## config.mk

```make
export PLATFORM = sky130hd
export DESIGN_NAME = pipe_stall_ctrl
export DESIGN_NICKNAME = d
export VERILOG_FILES = /design/src/rtl/pipe_ctrl_pkg.sv /design/src/rtl/pipe_stall_ctrl_mem_wait_timer.sv /design/src/rtl/pipe_stall_ctrl.sv
export SDC_FILE = /design/constraint.sdc
export NUM_CORES = 1
export LEC_CHECK = 0
export CAP_MARGIN = 20
export CORE_MARGIN = 4
export CORE_UTILIZATION = 37
export DETAILED_ROUTE_END_ITERATION = 8
export MAX_ROUTING_LAYER = met4
export PLACE_DENSITY = 0.87
export REMOVE_ABC_BUFFERS = 1
export SYNTH_ARGS = -nofsm -noshare
export SYNTH_HDL_FRONTEND = slang
export SYNTH_SLANG_ARGS = --single-unit
```

## constraint.sdc

```tcl
create_clock -name clk_i -period 1.7 [get_ports clk_i]
set_input_delay 0.34 -clock clk_i [delete_from_list [all_inputs] [get_ports clk_i]]
set_output_delay 0.34 -clock clk_i [all_outputs]
set_load 0.1 [all_outputs]
```

## src/rtl/pipe_ctrl_pkg.sv

```systemverilog
// rtl/pipe_ctrl_pkg.sv - shared types and constants for the pipeline stall controller
package pipe_ctrl_pkg;

  // Controller state: free-running pipe or frozen on an outstanding data-memory access
  typedef enum logic {
    RUN      = 1'b0,
    MEM_WAIT = 1'b1
  } state_t;

  // Architectural $zero never creates a load-use dependency
  localparam logic [4:0] REG_ZERO = 5'd0;

  // Default number of MEM_WAIT cycles tolerated before flagging a timeout
  localparam int TIMEOUT_CYC_DEF = 255;

endpackage

```

## src/rtl/pipe_stall_ctrl_mem_wait_timer.sv

```systemverilog
// rtl/pipe_stall_ctrl_mem_wait_timer.sv - saturating MEM_WAIT cycle counter with sticky timeout flag
module mem_wait_timer #(
  parameter int TIMEOUT_CYC = 255,
  parameter int TMO_W       = 8
) (
  input  logic clk_i,
  input  logic rst_i,
  input  logic clear,
  input  logic enable,
  output logic timeout
);

  localparam logic [TMO_W-1:0] CNT_MAX  = '1;
  localparam logic [TMO_W-1:0] CNT_LAST = TMO_W'(TIMEOUT_CYC - 1);

  logic [TMO_W-1:0] cnt;

  // Count wait cycles (saturating); the flag latches once the limit is reached and holds until reset
  always_ff @(posedge clk_i) begin
    if (!rst_i) begin
      cnt     <= '0;
      timeout <= 1'b0;
    end else if (clear) begin
      cnt <= '0;
    end else if (enable) begin
      if (cnt != CNT_MAX) begin
        cnt <= cnt + 1'b1;
      end
      if (cnt == CNT_LAST) begin
        timeout <= 1'b1;
      end
    end
  end

endmodule

```

## src/rtl/pipe_stall_ctrl.sv

```systemverilog
// rtl/pipe_stall_ctrl.sv - load-use / memory-wait stall and flush controller (optional PIPE_STALL_PERF_EN)
module pipe_stall_ctrl
  import pipe_ctrl_pkg::*;
#(
  parameter int TIMEOUT_CYC = TIMEOUT_CYC_DEF,
  parameter int TMO_W       = 8
) (
  input  logic        clk_i,
  input  logic        rst_i,
  input  logic        idex_memRead_i,
  input  logic [4:0]  idex_rt_i,
  input  logic [4:0]  ifid_rs_i,
  input  logic [4:0]  ifid_rt_i,
  input  logic        branch_taken_i,
  input  logic        dmem_req_i,
  input  logic        dmem_ack_i,
  output logic        pc_write_o,
  output logic        ifid_write_o,
  output logic        ifid_flush_o,
  output logic        idex_stall_o,
  output logic        idex_bubble_o,
  output logic        exmem_stall_o,
  output logic        memwb_bubble_o,
  output logic        busy_o,
  output logic        timeout_o,
  output logic [31:0] stall_cycles_o
);

  state_t state, state_next;
  logic   flush_pend;
  logic   mem_stall;
  logic   load_use;
  logic   access_start;

  // State register; reset abandons any outstanding access
  always_ff @(posedge clk_i) begin
    if (!rst_i) state <= RUN;
    else        state <= state_next;
  end

  // Next state and hazard outputs; reset forces a bubbled, non-advancing pipe
  always_comb begin
    state_next     = state;
    mem_stall      = 1'b0;
    load_use       = 1'b0;
    access_start   = 1'b0;
    pc_write_o     = 1'b1;
    ifid_write_o   = 1'b1;
    ifid_flush_o   = 1'b0;
    idex_stall_o   = 1'b0;
    idex_bubble_o  = 1'b0;
    exmem_stall_o  = 1'b0;
    memwb_bubble_o = 1'b0;
    busy_o         = (state == MEM_WAIT);

    case (state)
      RUN: begin
        if (dmem_req_i && !dmem_ack_i) begin
          mem_stall    = 1'b1;
          access_start = 1'b1;
          state_next   = MEM_WAIT;
        end
      end
      MEM_WAIT: begin
        if (dmem_ack_i) state_next = RUN;
        else            mem_stall  = 1'b1;
      end
      default: state_next = RUN;
    endcase

    load_use = !mem_stall && idex_memRead_i && (idex_rt_i != REG_ZERO) &&
               ((idex_rt_i == ifid_rs_i) || (idex_rt_i == ifid_rt_i));

    if (mem_stall) begin
      pc_write_o     = 1'b0;
      ifid_write_o   = 1'b0;
      idex_stall_o   = 1'b1;
      exmem_stall_o  = 1'b1;
      memwb_bubble_o = 1'b1;
    end else if (load_use) begin
      pc_write_o    = 1'b0;
      ifid_write_o  = 1'b0;
      idex_bubble_o = 1'b1;
    end else begin
      ifid_flush_o = branch_taken_i || flush_pend;
    end

    if (!rst_i) begin
      pc_write_o     = 1'b0;
      ifid_write_o   = 1'b0;
      ifid_flush_o   = 1'b1;
      idex_stall_o   = 1'b0;
      idex_bubble_o  = 1'b1;
      exmem_stall_o  = 1'b0;
      memwb_bubble_o = 1'b1;
      busy_o         = 1'b0;
    end
  end

  // Remember a taken branch seen while frozen so it flushes IF/ID on the first free cycle
  always_ff @(posedge clk_i) begin
    if (!rst_i)                           flush_pend <= 1'b0;
    else if (mem_stall && branch_taken_i) flush_pend <= 1'b1;
    else if (ifid_flush_o)                flush_pend <= 1'b0;
  end

  mem_wait_timer #(
    .TIMEOUT_CYC(TIMEOUT_CYC),
    .TMO_W      (TMO_W)
  ) u_timer (
    .clk_i  (clk_i),
    .rst_i  (rst_i),
    .clear  (access_start),
    .enable (state == MEM_WAIT),
    .timeout(timeout_o)
  );

`ifdef PIPE_STALL_PERF_EN
  logic [31:0] perf_cnt;

  // Count cycles in which the PC is held, saturating at all-ones
  always_ff @(posedge clk_i) begin
    if (!rst_i) begin
      perf_cnt <= 32'd0;
    end else if (!pc_write_o && (perf_cnt != 32'hFFFF_FFFF)) begin
      perf_cnt <= perf_cnt + 32'd1;
    end
  end

  assign stall_cycles_o = perf_cnt;
`else
  assign stall_cycles_o = 32'd0;
`endif

endmodule
```

Word-level counts from Yosys, hierarchy flattened
Cells that the tools add are included.
{ "totals": {"output_inout_bits": 41, "wordCells": 45, "input_bits": 21, "ff_bits": 11} }
{ "op_classes": {"add_sub_neg": 1, "muxes": 19, "bitwise_logic": 3, "n_eq_ne": 4, "reduce_logical": 14} }
{ "ops": {"columns": ["op", "n"], "rows": [
  ["2-to-1 mux 1 bit", 18],
  ["== test 5 bit", 2],
  ["adder 8 x 1 -> 8 bit, second input constant", 1],
  ["== test 8 bit, second input constant", 1],
  ["inequality test 8 bit, second input constant", 1],
  ["logical AND 1 bit", 5],
  ["nonzero test 5 bit", 1],
  ["NOT 1 bit", 3],
  ["AND reduction 3 bit", 1],
  ["zero test 1 bit", 2],
  ["logical OR 1 bit", 2],
  ["one-hot mux 1 bit (2 select lines)", 1],
  ["AND reduction 2 bit", 1],
  ["nonzero test 2 bit", 1],
  ["OR reduction 2 bit", 1]
]} }

Depth between registers and ports, before layout
Gate-level depths: netlist of the first run.
{ "depth": {"word_depth": 13, "depth_mapped": 5} }

By module
A second synthesis of the first run with hierarchy kept.
{ "hier_totals": {"hier_cells": 120, "area_unflattened_um2": 979.7} }
{ "modules_own_cells": {"columns": ["mod", "area_each_um2", "n_inst", "seq_area_each_um2", "cells_each"], "rows": [
  ["pipe_stall_ctrl", 508.0, 1, 40.0, 68],
  ["mem_wait_timer", 471.7, 1, 180.2, 52]
]} }

Least setup slack after synthesis of the first run
Ideal clock, no wire load.
{ "synth_path": {"path_type": "input port to output port", "from": "in rst_i", "to": "out pc_write_o", "path_buffers": 2, "arrival_time_ps": 3450, "path_slack_ps": -2090, "path_stages": 4, "path_cell_list": "clkbuf_1 nand2_1 a21oi_1 buf_4"} }
{ "synth_via": {"elab_chain_cells": 1} }
{ "synth_lines": {"columns": ["element", "line", "rtl"], "rows": [
  ["start: declaration", "pipe_stall_ctrl.sv:9", "input logic rst_i,"],
  ["2-to-1 mux 1 bit", null, null],
  ["end: declaration", "pipe_stall_ctrl.sv:17", "output logic pc_write_o,"]
]} }
Every way passes these cells.

Final worst setup path of the first run
{ "layout_path": {"from": "in idex_rt_i[2]", "to": "out pc_write_o"} }
{ "layout_via": {"elab_chain_cells": 6, "elab_cells_between_ends": 9, "cone_classes": "2 x eq/ne; 3 x mux; 4 x reduce/logical"} }
{ "layout_lines": {"columns": ["element", "line", "rtl"], "rows": [
  ["start: declaration", "pipe_stall_ctrl.sv:11", "input logic [4:0] idex_rt_i,"],
  ["== test 5 bit / nonzero test 5 bit (equally long branches)", "pipe_stall_ctrl.sv:72, pipe_stall_ctrl.sv:71", null],
  ["logical OR 1 bit / logical AND 1 bit (equally long branches)", "pipe_stall_ctrl.sv:72, pipe_stall_ctrl.sv:71", null],
  ["logical AND 1 bit (*)", "pipe_stall_ctrl.sv:71", "load_use = !mem_stall && idex_memRead_i && (idex_rt_i != REG_ZERO) &&"],
  ["2-to-1 mux 1 bit (*)", "pipe_stall_ctrl.sv:80", "end else if (load_use) begin"],
  ["2-to-1 mux 1 bit (*)", "pipe_stall_ctrl.sv:74", "if (mem_stall) begin"],
  ["2-to-1 mux 1 bit (*)", "pipe_stall_ctrl.sv:88", "if (!rst_i) begin"]
]} }
Every way passes the cells marked *; elsewhere a longest branch is shown, timed or not.

==> flow_summary.ini, run 1 <==
[global_routing]
antenna_found_initial = 0
grt_pass1_vias = 881
grt_max_degree = 8
grt_overflow = 0
grt_first_pass_wirelength_um = 4130
track_usage = 0.155

[yosys]
seq_area_frac_synth = 0.221
synth.distinct_cells = 35
synth_top_area_cell = buf_4
synth_ff_type = dfxtp_1
yosys-top-cells-area = buf_4 (26%), dfxtp_1 (22%), xnor2_1 (13%)
synth_edf_count = 0
ys_warn_count = 0
async_reset_ff_frac = 0
syn_area_um2 = 998
synth_top_area_share = 0.256
syn_inst = 121
yosys_register_bits = 11
syn_area_per_cell_um2 = 8.25

[sta]
finalHoldViolCount = 0
setup_viol = 4
drv_slew = 0
final.setup.worst_slack_ps = -264
finalCritPeriodShare = 1.16
min_period_ps = 1960
rsz0062_at_grt = true
fin_worst_skew_ps = 1.69
fmax_mhz = 509

[setup_path]
timing.rr.end = u_timer.cnt[1]
endpoint = pc_write_o
worstReg2RegStart = u_timer.cnt[1]
crit_path_start = idex_rt_i[2]
r2r_slack_ps = 120
r2r_cells = 4
path_max_fanout = 4
cp.required_ps = 1360
start_kind = primary input
worst_ep_arrival_time_ps = 1620
cp-end-kind = output pin
critical_path_class = in2out

[final_layout]
nets = 193
multi_input_area_um2 = 718
diodes = 0
layout_common_cells = conb_1 (32), buf_4 (17), xnor2_1 (14), dlygate4sd2_1 (11), dfxtp_1 (10)
mostFrequentLayoutCell = conb_1
fin_cells = 199
seq_area_um2 = 221
fillers = 202
area_growth_pct = 52.9
drive_gt1_frac = 0.325

[placement]
io_buffers = 29
dp_hpwl_um = 2020
dpl.cell_count = 191
place_ws_ps = -645
place_congestion = 0.790

[run_status]
violations = negative setup slack
outcome = finished with violations

[clock_tree]
cts.clk_slew.worst_paths_ps = 70
clockBufferDepth = 2
cts_sinks = 11
cts_tree = yes
root_buffer = clkbuf_4
clk-insertion-delay-late_ps = 270
hold_buffers = 0
cts_buffers = 3
htree_levels = 1

[pwr]
vdd_drop_max_uv = 584
power_density_nw_per_um2 = 718
leakage_nw = 0.637

[detailed_routing]
dr_total_vias = 918
detail_route.wl_per_cell_um = 13.2
drtAntennaViolNets = 0
drt_first_pass_iters = 4
route.final.wire_length_um = 2630
drc = 0
avgViaCountPerCell = 4.61
drtIter0Drc = 28

[floorplan]
ios = 62
num_rows = 18
initial_core_util = 0.396
die_h_um = 59.9
die_x_um = 59.9
core_area_um2 = 2520
die_area_um2 = 3590

[flow_run]
cap_violations = 0

[hold_path]
hold_path_class = reg2reg
-- how the worst min path moves through the flow --
stage,startpoint,end,slack [ps],cells after the start
floorplan,rst_i,u_timer.timeout,460,1
global placement,flush_pend,flush_pend,490,2
detailed placement,flush_pend,flush_pend,520,2
CTS,flush_pend,flush_pend,530,2
global route,u_timer.timeout,u_timer.timeout,570,1
finish,flush_pend,flush_pend,530,2
-- cell usage after synthesis (2+ instances only) --
library cell and instances:
buf_4 34, xnor2_1 15, dfxtp_1 11, nor2_1 10
nand2_1 6, inv_1 5, nand3_1 4, a211oi_1 2
and2_1 2, ha_1 2, nor3_1 2, o211ai_1 2
o21a_1 2, o21ai_0 2, xor2_1 2
-- state kept, by name (all words and copies together), names as in the netlist --
register         cells
u_timer.timeout      1
flush_pend           1
u_timer.cnt          8
state                1
-- kinds of logic after synthesis --
logic type                 share of synthesized area
buffers and inverters                          0.278
and+or+nand+nor                                0.170
AOI/OAI and AO/OA                              0.153
xor gates and xnor gates                       0.149
DFF                                            0.221
adders and majority gates                     0.0251
other                                        0.00376
-- power breakdown --
part | leakage, nW | internal, mW | switching (mW)
Clock | 0.0150 | 0.0911 | 0.0939
Sequential | 0.0894 | 0.262 | 0.00439
Combinational | 0.533 | 0.153 | 0.491
-- cell type report --
| type | instances | area share |
|---|---|---|
| Multi-Input combinational cell | 101 | 0.470 |
| Timing Repair Buffer | 48 | 0.330 |
| Sequential cell | 11 | 0.145 |
| Tap cell | 30 | 0.0246 |
| Clock buffer | 4 | 0.0172 |
| Inverter | 5 | 0.0123 |
-- metrics by stage --
stage / total power [mW] / hold WS, ps / cell area, µm² / TNS (ps) / utilization
floorplan: 0.723 / 458 / 856 / -9990 / -
finish: 1.10 / 531 / 1530 / -1010 / 0.605
CTS: 1.07 / 528 / 1470 / -1260 / 0.583
detailed placement: 0.878 / 522 / 1390 / -3350 / 0.550
global placement: 0.870 / 485 / 1390 / -3090 / 0.550
global route: 1.14 / 567 / 1530 / -1160 / 0.605
-- critical path, stage by stage --
cell and delay, ps:
buf_6 90, or3_4 380, o311a_4 360, a21oi_4 150
buf_6 130, buf_12 160
-- routing by layer --
metal | vias to the layer above | track usage | wire, µm
li1 | 440 | - | -
met1 | 424 | 0.160 | 845
met2 | 43 | 0.306 | 1520
met3 | 11 | 0 | 136
met4 | 0 | 0.0633 | 127
met5 | - | - | 0
-- what timing repair did --
| item | CTS | global route |
|---|---|---|
| setup endpoints to repair | 8 | 7 |
| setup buffers | 2 | 2 |
| pin swaps | 20 | 6 |
| resized for setup | 42 | 17 |
Note: power is estimated with default switching activity, not from simulation.
==> inputs of run 2 (changes only) <==
--- a/config.mk
+++ b/config.mk
@@ -6,7 +6,7 @@
 export NUM_CORES = 1
 export LEC_CHECK = 0
 export CAP_MARGIN = 20
-export CORE_MARGIN = 4
+export CORE_MARGIN = 2
 export CORE_UTILIZATION = 37
 export DETAILED_ROUTE_END_ITERATION = 8
 export MAX_ROUTING_LAYER = met4
==> run 2 against run 1 <==
Effect of this change:
- the run still ends with negative setup slack left
- largest cell class unchanged
- sequential share of layout area down 0.37 points
- combinational power rose by 2%
- worst setup slack improved by 18 ps
- critical endpoint unchanged
- wire length rose by 11%
==> flow_summary.ini, run 2 (synthesized netlist as in run 1, its figures left out) <==
[setup_path]
critical_path_class = in2out
start_kind = primary input
r2r_slack_ps = 110
r2r_cells = 5
worst_ep_arrival_time_ps = 1610
path_max_fanout = 4
crit_path_start = idex_rt_i[0]
cp-end-kind = output pin
timing.rr.end = u_timer.cnt[3]
worstReg2RegStart = u_timer.cnt[1]
cp.required_ps = 1360
endpoint = pc_write_o

[clock_tree]
cts_buffers = 3
clockBufferDepth = 2
root_buffer = clkbuf_4
cts_tree = yes
htree_levels = 1
cts_sinks = 11
hold_buffers = 0
clk-insertion-delay-late_ps = 290
cts.clk_slew.worst_paths_ps = 70

[final_layout]
mostFrequentLayoutCell = conb_1
drive_gt1_frac = 0.359
largest_register_ffs = 8
area_growth_pct = 56.9
diodes = 0
layout_common_cells = conb_1 (32), buf_4 (16), xnor2_1 (12), dfxtp_1 (10), buf_12 (9)
nets = 194
top_register = u_timer.cnt

[placement]
dp_hpwl_um = 1890
io_buffers = 29
place_congestion = 0.778
place_ws_ps = -679

[global_routing]
grt_first_pass_wirelength_um = 3970
grt_max_degree = 9
grt_overflow = 0
grt_pass1_vias = 870
antenna_found_initial = 0
track_usage = 0.173

[detailed_routing]
drtAntennaViolNets = 0
drt_first_pass_iters = 4
route.final.wire_length_um = 2930
drtIter0Drc = 38
dr_total_vias = 949
detail_route.wl_per_cell_um = 14.7
drc = 0
avgViaCountPerCell = 4.75

[floorplan]
die_x_um = 55.9
num_rows = 18
ios = 62
die_area_um2 = 3130
die_h_um = 55.9
core_area_um2 = 2520
initial_core_util = 0.396

[sta]
rsz0062_at_grt = true
drv_slew = 0
fmax_mhz = 514
min_period_ps = 1950
finalCritPeriodShare = 1.14
setup_viol = 6
fin_worst_skew_ps = 9.70
final.setup.worst_slack_ps = -246
finalHoldViolCount = 0

[pwr]
power.total_mw = 1.11
p_comb_frac = 0.590
power_density_nw_per_um2 = 710
leakage_nw = 0.661
seqPwrFrac = 0.240
switching_power_mw = 0.600
vdd_drop_max_uv = 622
swShare = 0.539
pwr-share-clk = 0.170
p_int_mw = 0.513

[flow_run]
cap_violations = 0

[run_status]
outcome = finished with violations
violations = negative setup slack

[hold_path]
hold_path_class = reg2reg
## run 2: changes by cell type in the layout (fill, tap and decap cells not counted), moves of 2 or more
cell | previous run | this run
dlygate4sd2_1 | 11 | 8
xnor2_2 | 1 | 3
clkdlybuf4s15_1 | 2 | 4
xnor2_1 | 14 | 12
buf_6 | 4 | 7
## run 2: area by class of cell
cell class,count,area (µm²)
multi-input cells,101,738
clock buffers,4,26.3
inverters,5,18.8
well taps,30,37.5
fillers,204,956
flip-flops and latches,11,221
repair buffers,49,524
## run 2: how the worst min path moves through the flow
stage / endpoint / start / cells past startpoint
finish: flush_pend / flush_pend / 2
global route: flush_pend / flush_pend / 2
CTS: flush_pend / flush_pend / 2
detailed placement: flush_pend / flush_pend / 2
global placement: flush_pend / flush_pend / 2
floorplan: u_timer.timeout / rst_i / 1
## run 2: power by group through the flow
stage / logic, mW / clock network, mW / registers [mW]
floorplan: 0.450 / 0 / 0.273
global placement: 0.598 / 0 / 0.271
detailed placement: 0.604 / 0 / 0.272
CTS: 0.616 / 0.191 / 0.266
global route: 0.674 / 0.209 / 0.267
finish: 0.656 / 0.189 / 0.267
## run 2: per-layer routing
layer  vias up  wire, µm  global-route usage
met1       439       969               0.180
met2        49      1680               0.298
met3        18       117              0.0186
met4         0       162               0.133
met5         -         0                   -
li1        443         -                   -
## run 2: timing repair
| item | 4_1_cts | 5_1_grt |
|---|---|---|
| setup buffers | 4 | 3 |
| endpoints found under the setup margin | 8 | 6 |
| gates resized for setup | 47 | 23 |
| pin swaps | 21 | 20 |
## run 2: stage by stage
step | std cells | area [µm²] | utilization | setup TNS, ps | hold slack (ps)
3_3_place_gp | 191 | 1390 | 0.550 | -2880 | 486
3_5_place_dp | 191 | 1390 | 0.550 | -3190 | 492
5_1_grt | 200 | 1570 | 0.621 | -1170 | 548
6_report | 200 | 1570 | 0.621 | -1000 | 531
2_1_floorplan | 117 | 856 | - | -9990 | 458
4_1_cts | 197 | 1480 | 0.586 | -913 | 502
## run 2: worst max-delay path, cell delays in order
cell and delay, ps:
buf_6 100, or3_4 380, o311a_4 360, a21oi_4 230, buf_12 200
